**src/rtl/img_pkg.sv**
```systemverilog
// Shared constants for the UART image sequencer: FSM state codes, pixel-op
// mode codes and the frame header length.
package img_pkg;

  localparam logic [3:0] S_IDLE   = 4'd0;
  localparam logic [3:0] S_HDR_W  = 4'd1;
  localparam logic [3:0] S_HDR_H  = 4'd2;
  localparam logic [3:0] S_CHECK  = 4'd3;
  localparam logic [3:0] S_RX_PIX = 4'd4;
  localparam logic [3:0] S_TX_HW  = 4'd5;
  localparam logic [3:0] S_TX_HH  = 4'd6;
  localparam logic [3:0] S_TX_RD  = 4'd7;
  localparam logic [3:0] S_TX_PIX = 4'd8;
  localparam logic [3:0] S_ERR    = 4'd9;

  localparam logic [1:0] MODE_PASS = 2'd0;
  localparam logic [1:0] MODE_INV  = 2'd1;
  localparam logic [1:0] MODE_THR  = 2'd2;
  localparam logic [1:0] MODE_INC  = 2'd3;

  // Header bytes on the wire ahead of the pixels: width then height.
  localparam int HDR_LEN = 2;

endpackage

```
**src/rtl/img_uart_seq_if.sv**
```systemverilog
// Bundle of control, UART FIFO and pixel-memory signals around the sequencer.
// master = the sequencer, slave = the surrounding system.
interface img_uart_seq_if #(parameter int ADDR_W = 12);
  logic              start;
  logic [1:0]        mode;
  logic              rx_empty;
  logic [7:0]        r_data;
  logic              rd_uart;
  logic              tx_full;
  logic [7:0]        w_data;
  logic              wr_uart;
  logic              mem_we;
  logic [ADDR_W-1:0] mem_addr;
  logic [7:0]        mem_wdata;
  logic [7:0]        mem_rdata;
  logic              busy;
  logic              done;
  logic              err;

  modport master (
    input  start, mode, rx_empty, r_data, tx_full, mem_rdata,
    output rd_uart, w_data, wr_uart, mem_we, mem_addr, mem_wdata, busy, done, err
  );

  modport slave (
    output start, mode, rx_empty, r_data, tx_full, mem_rdata,
    input  rd_uart, w_data, wr_uart, mem_we, mem_addr, mem_wdata, busy, done, err
  );
endinterface

```
**src/rtl/img_uart_seq_pix_op.sv**
```systemverilog
// Combinational per-pixel operation applied on the transmit path.
module pix_op
  import img_pkg::*;
(
  input  logic [7:0] pix,
  input  logic [1:0] mode,
  output logic [7:0] res
);

  // NOTE: every always_comb output gets a default first, so no path infers a latch.
  always_comb begin
    res = pix;
    case (mode)
      MODE_PASS: res = pix;
      MODE_INV:  res = ~pix;
      MODE_THR:  res = pix[7] ? 8'hFF : 8'h00;
      MODE_INC:  res = (pix == 8'hFF) ? 8'hFF : pix + 8'd1;
      default:   res = pix;
    endcase
  end

endmodule

```
**src/rtl/img_uart_seq.sv**
```systemverilog
// Frame sequencer: receives W, H and W*H pixels over UART into pixel memory,
// then echoes the header and streams every pixel back through pix_op.
module img_uart_seq
  import img_pkg::*;
#(
  parameter int ADDR_W  = 12,
  parameter int MAX_PIX = 4096,
  parameter int TIMEOUT = 50_000_000
) (
  input  logic           clk,
  input  logic           reset,
  img_uart_seq_if.master bus
);

  logic [3:0]  state;
  logic [1:0]  mode_q;
  logic [7:0]  hdr_q [HDR_LEN];
  logic [15:0] n_q;
  logic [15:0] cnt;
  logic [31:0] idle_cnt;
  logic [7:0]  pix_q;
  logic        pix_held;
  logic        err_q;

  logic        rx_state, pop, push, last, timeout_hit;
  logic [15:0] n_calc;
  logic [7:0]  cur_pix, op_pix;

  assign rx_state    = (state == S_HDR_W) || (state == S_HDR_H) || (state == S_RX_PIX);
  assign pop         = rx_state && !bus.rx_empty;
  assign push        = ((state == S_TX_HW) || (state == S_TX_HH) || (state == S_TX_PIX)) && !bus.tx_full;
  assign last        = (cnt == n_q - 16'd1);
  assign timeout_hit = rx_state && bus.rx_empty && (idle_cnt == 32'(TIMEOUT - 1));
  assign n_calc      = {8'd0, hdr_q[0]} * {8'd0, hdr_q[1]};

  // The read result is only guaranteed on the first TX_PIX cycle; a stall holds it in pix_q.
  assign cur_pix = pix_held ? pix_q : bus.mem_rdata;

  pix_op u_pix_op (
    .pix  (cur_pix),
    .mode (mode_q),
    .res  (op_pix)
  );

  assign bus.rd_uart   = pop;
  assign bus.mem_we    = (state == S_RX_PIX) && !bus.rx_empty;
  assign bus.mem_wdata = bus.mem_we ? bus.r_data : 8'h00;
  assign bus.mem_addr  = ((state == S_RX_PIX) || (state == S_TX_RD) || (state == S_TX_PIX))
                         ? cnt[ADDR_W-1:0] : '0;
  assign bus.wr_uart   = push;
  assign bus.busy      = (state != S_IDLE);
  assign bus.done      = (state == S_TX_PIX) && push && last;
  assign bus.err       = err_q;

  always_comb begin
    bus.w_data = 8'h00;
    case (state)
      S_TX_HW:  bus.w_data = hdr_q[0];
      S_TX_HH:  bus.w_data = hdr_q[1];
      S_TX_PIX: bus.w_data = op_pix;
      default:  bus.w_data = 8'h00;
    endcase
  end

  // NOTE: sequential state uses non-blocking assignments so every register samples pre-edge values.
  always_ff @(posedge clk or negedge reset) begin
    if (!reset) begin
      state    <= S_IDLE;
      mode_q   <= MODE_PASS;
      for (int i = 0; i < HDR_LEN; i++) hdr_q[i] <= 8'h00;
      n_q      <= 16'd0;
      cnt      <= 16'd0;
      idle_cnt <= 32'd0;
      pix_q    <= 8'h00;
      pix_held <= 1'b0;
      err_q    <= 1'b0;
    end else begin
      idle_cnt <= (!rx_state || pop) ? 32'd0 : idle_cnt + 32'd1;

      case (state)
        S_IDLE: if (bus.start) begin
          err_q  <= 1'b0;
          mode_q <= bus.mode;
          state  <= S_HDR_W;
        end
        S_HDR_W, S_HDR_H: begin
          if (timeout_hit) begin
            err_q <= 1'b1;
            state <= S_ERR;
          end else if (pop) begin
            hdr_q[(state == S_HDR_W) ? 0 : 1] <= bus.r_data;
            state <= (state == S_HDR_W) ? S_HDR_H : S_CHECK;
          end
        end
        S_CHECK: begin
          n_q <= n_calc;
          cnt <= 16'd0;
          if (n_calc == 16'd0 || 32'(n_calc) > 32'(MAX_PIX)) begin
            err_q <= 1'b1;
            state <= S_ERR;
          end else begin
            state <= S_RX_PIX;
          end
        end
        S_RX_PIX: begin
          if (timeout_hit) begin
            err_q <= 1'b1;
            state <= S_ERR;
          end else if (pop) begin
            if (last) state <= S_TX_HW;
            else      cnt   <= cnt + 16'd1;
          end
        end
        S_TX_HW: if (push) state <= S_TX_HH;
        S_TX_HH: if (push) begin
          cnt   <= 16'd0;
          state <= S_TX_RD;
        end
        S_TX_RD: begin
          pix_held <= 1'b0;
          state    <= S_TX_PIX;
        end
        S_TX_PIX: begin
          if (!pix_held) begin
            pix_q    <= bus.mem_rdata;
            pix_held <= 1'b1;
          end
          if (push) begin
            if (last) begin
              cnt   <= 16'd0;
              state <= S_IDLE;
            end else begin
              cnt   <= cnt + 16'd1;
              state <= S_TX_RD;
            end
          end
        end
        S_ERR:   state <= S_IDLE;
        default: state <= S_IDLE;
      endcase
    end
  end

endmodule

```
**src/flat_wrapper.sv**
```systemverilog
// flat-port wrapper written by rule: the top's interface ports become plain ports
module img_uart_seq_flat import img_pkg::*;
#(
  parameter int ADDR_W  = 12,
  parameter int MAX_PIX = 4096,
  parameter int TIMEOUT = 50_000_000
)
  (clk, reset, bus_start, bus_mode, bus_rx_empty, bus_r_data, bus_tx_full, bus_mem_rdata, bus_rd_uart, bus_w_data, bus_wr_uart, bus_mem_we, bus_mem_addr, bus_mem_wdata, bus_busy, bus_done, bus_err);
  img_uart_seq_if #(.ADDR_W(ADDR_W)) bus_i ();
  input  logic clk;
  input  logic reset;
  input wire logic [$bits(bus_i.start)-1:0] bus_start;
  input wire logic [$bits(bus_i.mode)-1:0] bus_mode;
  input wire logic [$bits(bus_i.rx_empty)-1:0] bus_rx_empty;
  input wire logic [$bits(bus_i.r_data)-1:0] bus_r_data;
  input wire logic [$bits(bus_i.tx_full)-1:0] bus_tx_full;
  input wire logic [$bits(bus_i.mem_rdata)-1:0] bus_mem_rdata;
  output wire logic [$bits(bus_i.rd_uart)-1:0] bus_rd_uart;
  output wire logic [$bits(bus_i.w_data)-1:0] bus_w_data;
  output wire logic [$bits(bus_i.wr_uart)-1:0] bus_wr_uart;
  output wire logic [$bits(bus_i.mem_we)-1:0] bus_mem_we;
  output wire logic [$bits(bus_i.mem_addr)-1:0] bus_mem_addr;
  output wire logic [$bits(bus_i.mem_wdata)-1:0] bus_mem_wdata;
  output wire logic [$bits(bus_i.busy)-1:0] bus_busy;
  output wire logic [$bits(bus_i.done)-1:0] bus_done;
  output wire logic [$bits(bus_i.err)-1:0] bus_err;
  assign bus_i.start = bus_start;
  assign bus_i.mode = bus_mode;
  assign bus_i.rx_empty = bus_rx_empty;
  assign bus_i.r_data = bus_r_data;
  assign bus_i.tx_full = bus_tx_full;
  assign bus_i.mem_rdata = bus_mem_rdata;
  assign bus_rd_uart = bus_i.rd_uart;
  assign bus_w_data = bus_i.w_data;
  assign bus_wr_uart = bus_i.wr_uart;
  assign bus_mem_we = bus_i.mem_we;
  assign bus_mem_addr = bus_i.mem_addr;
  assign bus_mem_wdata = bus_i.mem_wdata;
  assign bus_busy = bus_i.busy;
  assign bus_done = bus_i.done;
  assign bus_err = bus_i.err;
  img_uart_seq #(.ADDR_W(ADDR_W), .MAX_PIX(MAX_PIX), .TIMEOUT(TIMEOUT)) u_core (.clk(clk), .reset(reset), .bus(bus_i));
endmodule
```
**config.mk**
```make
export PLATFORM = sky130hd
export DESIGN_NAME = img_uart_seq_flat
export DESIGN_NICKNAME = d
export VERILOG_FILES = /design/src/rtl/img_pkg.sv /design/src/rtl/img_uart_seq_if.sv /design/src/rtl/img_uart_seq_pix_op.sv /design/src/rtl/img_uart_seq.sv /design/src/flat_wrapper.sv
export SDC_FILE = /design/constraint.sdc
export NUM_CORES = 1
export LEC_CHECK = 0
export BUFFER_PORTS_ARGS = -buffer_cell sky130_fd_sc_hd__clkbuf_2
export CORE_MARGIN = 4
export CORE_UTILIZATION = 40
export CTS_CLUSTER_DIAMETER = 150
export DETAILED_ROUTE_END_ITERATION = 8
export GPL_ROUTABILITY_DRIVEN = 0
export PLACE_DENSITY_LB_ADDON = 0.15
export SYNTH_ARGS = -nofsm -noshare
export SYNTH_HDL_FRONTEND = slang
export SYNTH_SLANG_ARGS = --single-unit
```
**constraint.sdc**
```tcl
create_clock -name clk -period 5.45 [get_ports clk]
set_clock_uncertainty 0.1 [all_clocks]
set_input_delay 0.8175 -clock clk [delete_from_list [all_inputs] [get_ports clk]]
set_output_delay 0.8175 -clock clk [all_outputs]
set_load 0.01 [all_outputs]
```
Word-level counts from Yosys, hierarchy flattened
Index checks and enable logic that the tools add are counted.
{ "totals": {"wordCells": 117, "ff_bits": 96, "output_inout_bits": 34} }
{ "classes": {"add_sub_neg": 4, "n_eq_ne": 26, "reduce_logical": 33, "n_bitwise": 3, "multipliers": 1, "mux": 37, "magnitude_cmp": 3} }
{ "ops": {"columns": ["cell", "n"], "rows": [
  ["$mux W16", 6],
  ["$pmux W16 S4", 1],
  ["$mux W4", 10],
  ["$mux W8", 5],
  ["$add A32 B1 Y32 const B", 1],
  ["$eq A32 B26 Y1 const B", 1],
  ["$ge A32 B2 Y1 const B", 1],
  ["$lt A32 B1 Y1 const B", 1],
  ["$mux W32", 1],
  ["$not A32 Y32", 1],
  ["$pmux W4 S8", 1],
  ["$pmux W8 S4", 1],
  ["$pmux W8 S3", 1],
  ["$add A16 B1 Y16 const B", 1],
  ["$bwmux W16", 1],
  ["$eq A16 B16 Y1", 1],
  ["$eq A4 B3 Y1 const B", 4],
  ["$gt A16 B13 Y1 const B", 1],
  ["$logic_not A16 Y1", 1],
  ["$mul A8 B8 Y16", 1],
  ["$sub A16 B1 Y16 const B", 1],
  ["$mux W12", 1],
  ["$ne A2 B1 Y1 const B", 6],
  ["$ne A3 B1 Y1 const B", 3],
  ["other kinds (30)", 55]
]} }

Logic depth before layout (Yosys ltp)
{ "depth": {"depth_word": 8, "depth_mapped": 21, "ltp_nobuf": 19} }

Hierarchy
A second synthesis with hierarchy kept.
{ "hier_totals": {"cells_unflattened": 899, "area_unflattened_um2": 8076.5} }
{ "modules_own_cells": {"columns": ["module", "area_per_inst_um2", "cells_per_inst", "seq_area_each_um2", "instances"], "rows": [
  ["img_uart_seq", 7589.8, 831, 2402.3, 1],
  ["pix_op", 486.7, 68, 0.0, 1]
]} }

Worst setup path after synthesis
OpenSTA, ideal clock, no wires.
{ "synth_timing": {"path_kind": "reg2reg", "startpoint": "register u_core.hdr_q[7] (netlist bit)", "endpoint": "register u_core.state[0]", "stages_incl_launch_ff": 20, "path_slack_ps": 291, "arrival_time_ps": 4934, "t_required_ps": 5225, "setup_ps": 125, "n_path_buf": 1, "cell_sequence": "dfrtp_1 -> clkbuf_1 -> nand2_1 -> fa_1 -> fa_1 -> inv_1 -> fa_1 -> inv_1 -> fa_1 -> inv_1 -> ha_1 -> nor2b_1 -> a221o_1 -> a211oi_1 -> nand2_1 -> nor4_1 -> xnor2_1 -> o31ai_1 -> o211ai_1 -> mux2_2"} }
{ "synth_via": {"elab_chain_len": 5, "elab_cells_between_ends": 6} }
{ "synth_rtl": {"columns": ["element", "line", "text"], "rows": [
  ["start: declaration", "img_uart_seq.sv:17", "logic [7:0] hdr_q [HDR_LEN];"],
  ["start signal: indexed assignment", "img_uart_seq.sv:91", "hdr_q[(state == S_HDR_W) ? 0 : 1] <= bus.r_data;"],
  ["$mul A8 B8 Y16 *", "img_uart_seq.sv:34", "assign n_calc = {8'd0, hdr_q[0]} * {8'd0, hdr_q[1]};"],
  ["$gt A16 B13 Y1 or $logic_not A16 Y1 (tied branches)", "img_uart_seq.sv:98", "if (n_calc == 16'd0 || 32'(n_calc) > 32'(MAX_PIX)) begin"],
  ["$logic_or A1 B1 Y1 *", "img_uart_seq.sv:98", null],
  ["$mux W4 *", "img_uart_seq.sv:98", null],
  ["$pmux W4 S8 *", "img_uart_seq.sv:80", "case (state)"],
  ["end signal: assignment", "img_uart_seq.sv:92", "state <= (state == S_HDR_W) ? S_HDR_H : S_CHECK;"],
  ["end: declaration", "img_uart_seq.sv:15", "logic [3:0] state;"]
]} }
Mark *: on every way between the ends. The rest lies on a longest branch, timed or not.
A chain may end at the register's enable or synchronous reset.

Worst setup path in the final report
{ "layout_timing": {"startpoint": "register u_core.hdr_q[10] (netlist bit)", "endpoint": "register u_core.state[0]"} }
Same word-level chain as after synthesis.

==> flow_summary.json <==
{
  "clkTransAtPathRegs_ns": 0.08,
  "hpwl_um": 14600,
  "netlist_area_mm2": 0.00803,
  "hold_violations": 0,
  "synth_nets": 1015,
  "end_kind": "flip-flop",
  "crit_path_end": "u_core.state[0]",
  "diodes": 0,
  "grt_max_degree": 58,
  "cp_common_cell": "fa_1",
  "post-route-period-util_pct": 95.6,
  "cts_buffers": 9,
  "slowest_delay_ns": 0.54,
  "clockBufferDepth": 2,
  "synth_top_area_share_pct": 29.9,
  "synth_ff_type": "dfrtp_1",
  "grtUsageTotal_pct": 17.5,
  "worstSetupStartpointType": "flip-flop",
  "fin_cells": 1236,
  "r2r_slack_ns": 0.24,
  "port_buffers": 56,
  "yosysTopAreaCell": "dfrtp_1",
  "critPathKind": "flip-flop to flip-flop",
  "worstHoldPathType": "flip-flop to flip-flop",
  "synth_edf_count": 0,
  "maxSlewHeadroom_pct": 28.0,
  "drtIter0Drc": 210,
  "synth.most_common_cell": "dfrtp_1",
  "die-area_mm2": 0.0224,
  "htreeDepth": 3,
  "drc": 0,
  "seq_area_frac_synth_pct": 29.9,
  "yosys-top-cells-area": "dfrtp_1, fa_1, ha_1",
  "slowest_stage": "fa_1",
  "max_freq_mhz": 192,
  "syn2layout_area_growth_pct": 12.3,
  "antenna_found_initial": 0,
  "clkSinkCount": 96,
  "maxCapViolations": 0,
  "rsz0062_at_grt": "no",
  "global_route.overflow_total": 0,
  "drtPass1Iterations": 5,
  "wire_per_inst_um": 15.3,
  "status": "complete, no violations",
  "crit_required_ns": 5.59,
  "crit_path_start": "u_core.hdr_q[10]",
  "ys_types": 66,
  "timing.rr.start": "u_core.hdr_q[10]",
  "grt_pass1_wl_um": 32000,
  "root_buffer": "clkbuf_16",
  "synthTopCellsByCount": "dfrtp_1, nand2_1, nor2_1, and2_1, inv_1",
  "nNetsFinal": 1065,
  "vias": 6445,
  "io_pins": 57,
  "min_period_ns": 5.21,
  "core_area_mm2": 0.0196,
  "cp.arrival_ns": 5.35,
  "rows": 51,
  "cts_tree": "done",
  "cp_max_fo": 7,
  "tightest_slew_ns": 1.07,
  "reg2reg_to": "u_core.state[0]",
  "first_global_vias": 6266,
  "dp_cells": 1219,
  "via_per_inst": 5.21,
  "slew_violations": 0,
  "path_cells": "and2_1 > fa_1 > fa_1 > fa_1 > inv_1 > fa_1 > inv_1 > ha_2 > a211oi_2 > o211ai_1 > a21boi_2 > a311oi_2 > xor2_1 > nand2_1 > o31ai_2 > o211ai_1 > mux2_2",
  "rr_worst_depth": 17,
  "syn_area_per_cell_um2": 8.77,
  "wl_um": 18900,
  "post_route_cells_drive_above_1_share_pct": 15.8,
  "clk_latency_ns": 0.35,
  "finalSetupViolations": 0,
  "die_h_um": 150,
  "ys_warn_count": 0,
  "ys_seq_elements": 96,
  "async_flop_share_pct": 100,
  "start_util_pct": 41.0,
  "ant_nets": 0,
  "cts-hold-fix-buffers": 0,
  "hold_ws_ns": 0.371,
  "dieWidth_um": 150,
  "synthesis.instances": 916,
  "nFillCells": 1944
}
==> layout make-up <==
cell class              count  area [µm²]  area share [%]
clock buffers               9         225            2.50
clock inverters             7        83.8           0.929
inverters                  60         225            2.50
multi-input cells         720        5300            58.7
flip-flops and latches     96        2400            26.6
well taps                 265         332            3.67
repair buffers             79         455            5.05
==> logic make-up (layout without fill, tap and decap cells) <==
family          count (synthesis)  in the layout  synth area share (%)
simple gates                  384            384                  24.6
flops                          96             96                  29.9
mux                            40             40                  5.51
compound gates                148            148                  12.0
xor+xnor                       72             72                  7.85
fa+ha+maj                      76             76                  15.2
buf+inv                       100            155                  4.94
==> per-stage QoR <==
step | TNS (ns) | instance area (µm²) | setup WS (ns) | utilization, %
6_report | 0 | 9020 | 0.242 | 46.1
2_1_floorplan | 0 | 8030 | 0.291 | -
4_1_cts | 0 | 8960 | 0.0216 | 45.7
3_5_place_dp | -0.0906 | 8640 | -0.0559 | 44.1
5_1_grt | 0 | 9020 | 0.0290 | 46.1
3_3_place_gp | 0 | 8640 | 0.0317 | 44.1
==> worst min-delay path by stage <==
stage,slack (ns),to,start,cells after the start
floorplan,0.34,u_core.pix_q[2],u_core.pix_q[2],2
global placement,0.35,u_core.pix_q[1],u_core.pix_q[1],2
detailed placement,0.36,u_core.pix_q[0],u_core.pix_q[0],2
CTS,0.38,u_core.pix_q[0],u_core.pix_q[0],2
global route,0.41,u_core.pix_q[0],u_core.pix_q[0],2
finish,0.37,u_core.pix_q[0],u_core.pix_q[0],2
==> worst max-delay path: cells and delay by family (launching register included) <==
family	cells	cell delay (ns)
buf+inv	2	0.09
simple gates	2	0.31
fa+ha+maj	5	2.40
xor+xnor	1	0.19
mux	1	0.29
compound gates	6	1.26
flops	1	0.44
==> per-layer routing <==
layer / global-route usage [%] / vias to the layer above / part of all wire [%]
li1: - / 3259 / -
met1: 24.9 / 3063 / 50
met2: 28.2 / 109 / 46
met3: 2.73 / 14 / 2.9
met4: 3.89 / 0 / 1.2
met5: 0 / - / 0
==> sequential cells by signal, indices dropped and copies added (netlist names) <==
name	flops
u_core.bus.err	1
u_core.mode_q	2
u_core.n_q	16
u_core.state	4
u_core.cnt	16
u_core.pix_q	8
u_core.hdr_q	16
u_core.idle_cnt	32
u_core.pix_held	1
==> what timing repair did <==
item	CTS	global route
resized for setup	1	19
endpoints found under the setup margin	2	4
buffers inserted	0	1
pin swaps	0	6
==> cell usage in the layout, fill, tap and decap left out, drive strengths merged, types with 5 or more instances in the layout <==
master / instances
mux2i: 6
ha: 40
o22ai: 10
a22oi: 12
o21ai: 47
fa: 36
and2: 71
nand4: 12
nor4: 19
mux2: 34
nor2b: 11
a21oi: 30
or3: 6
xnor2: 39
and3: 12
nand2b: 5
xor2: 33
nand2: 94
buf: 24
a21o: 6
dfrtp: 96
inv: 64
nor2: 81
nand3: 32
a211oi: 6
clkbuf: 64
nor3: 21
Power is not shown: default switching activity piles up to over one toggle a cycle in this logic, so the estimate is an artifact.
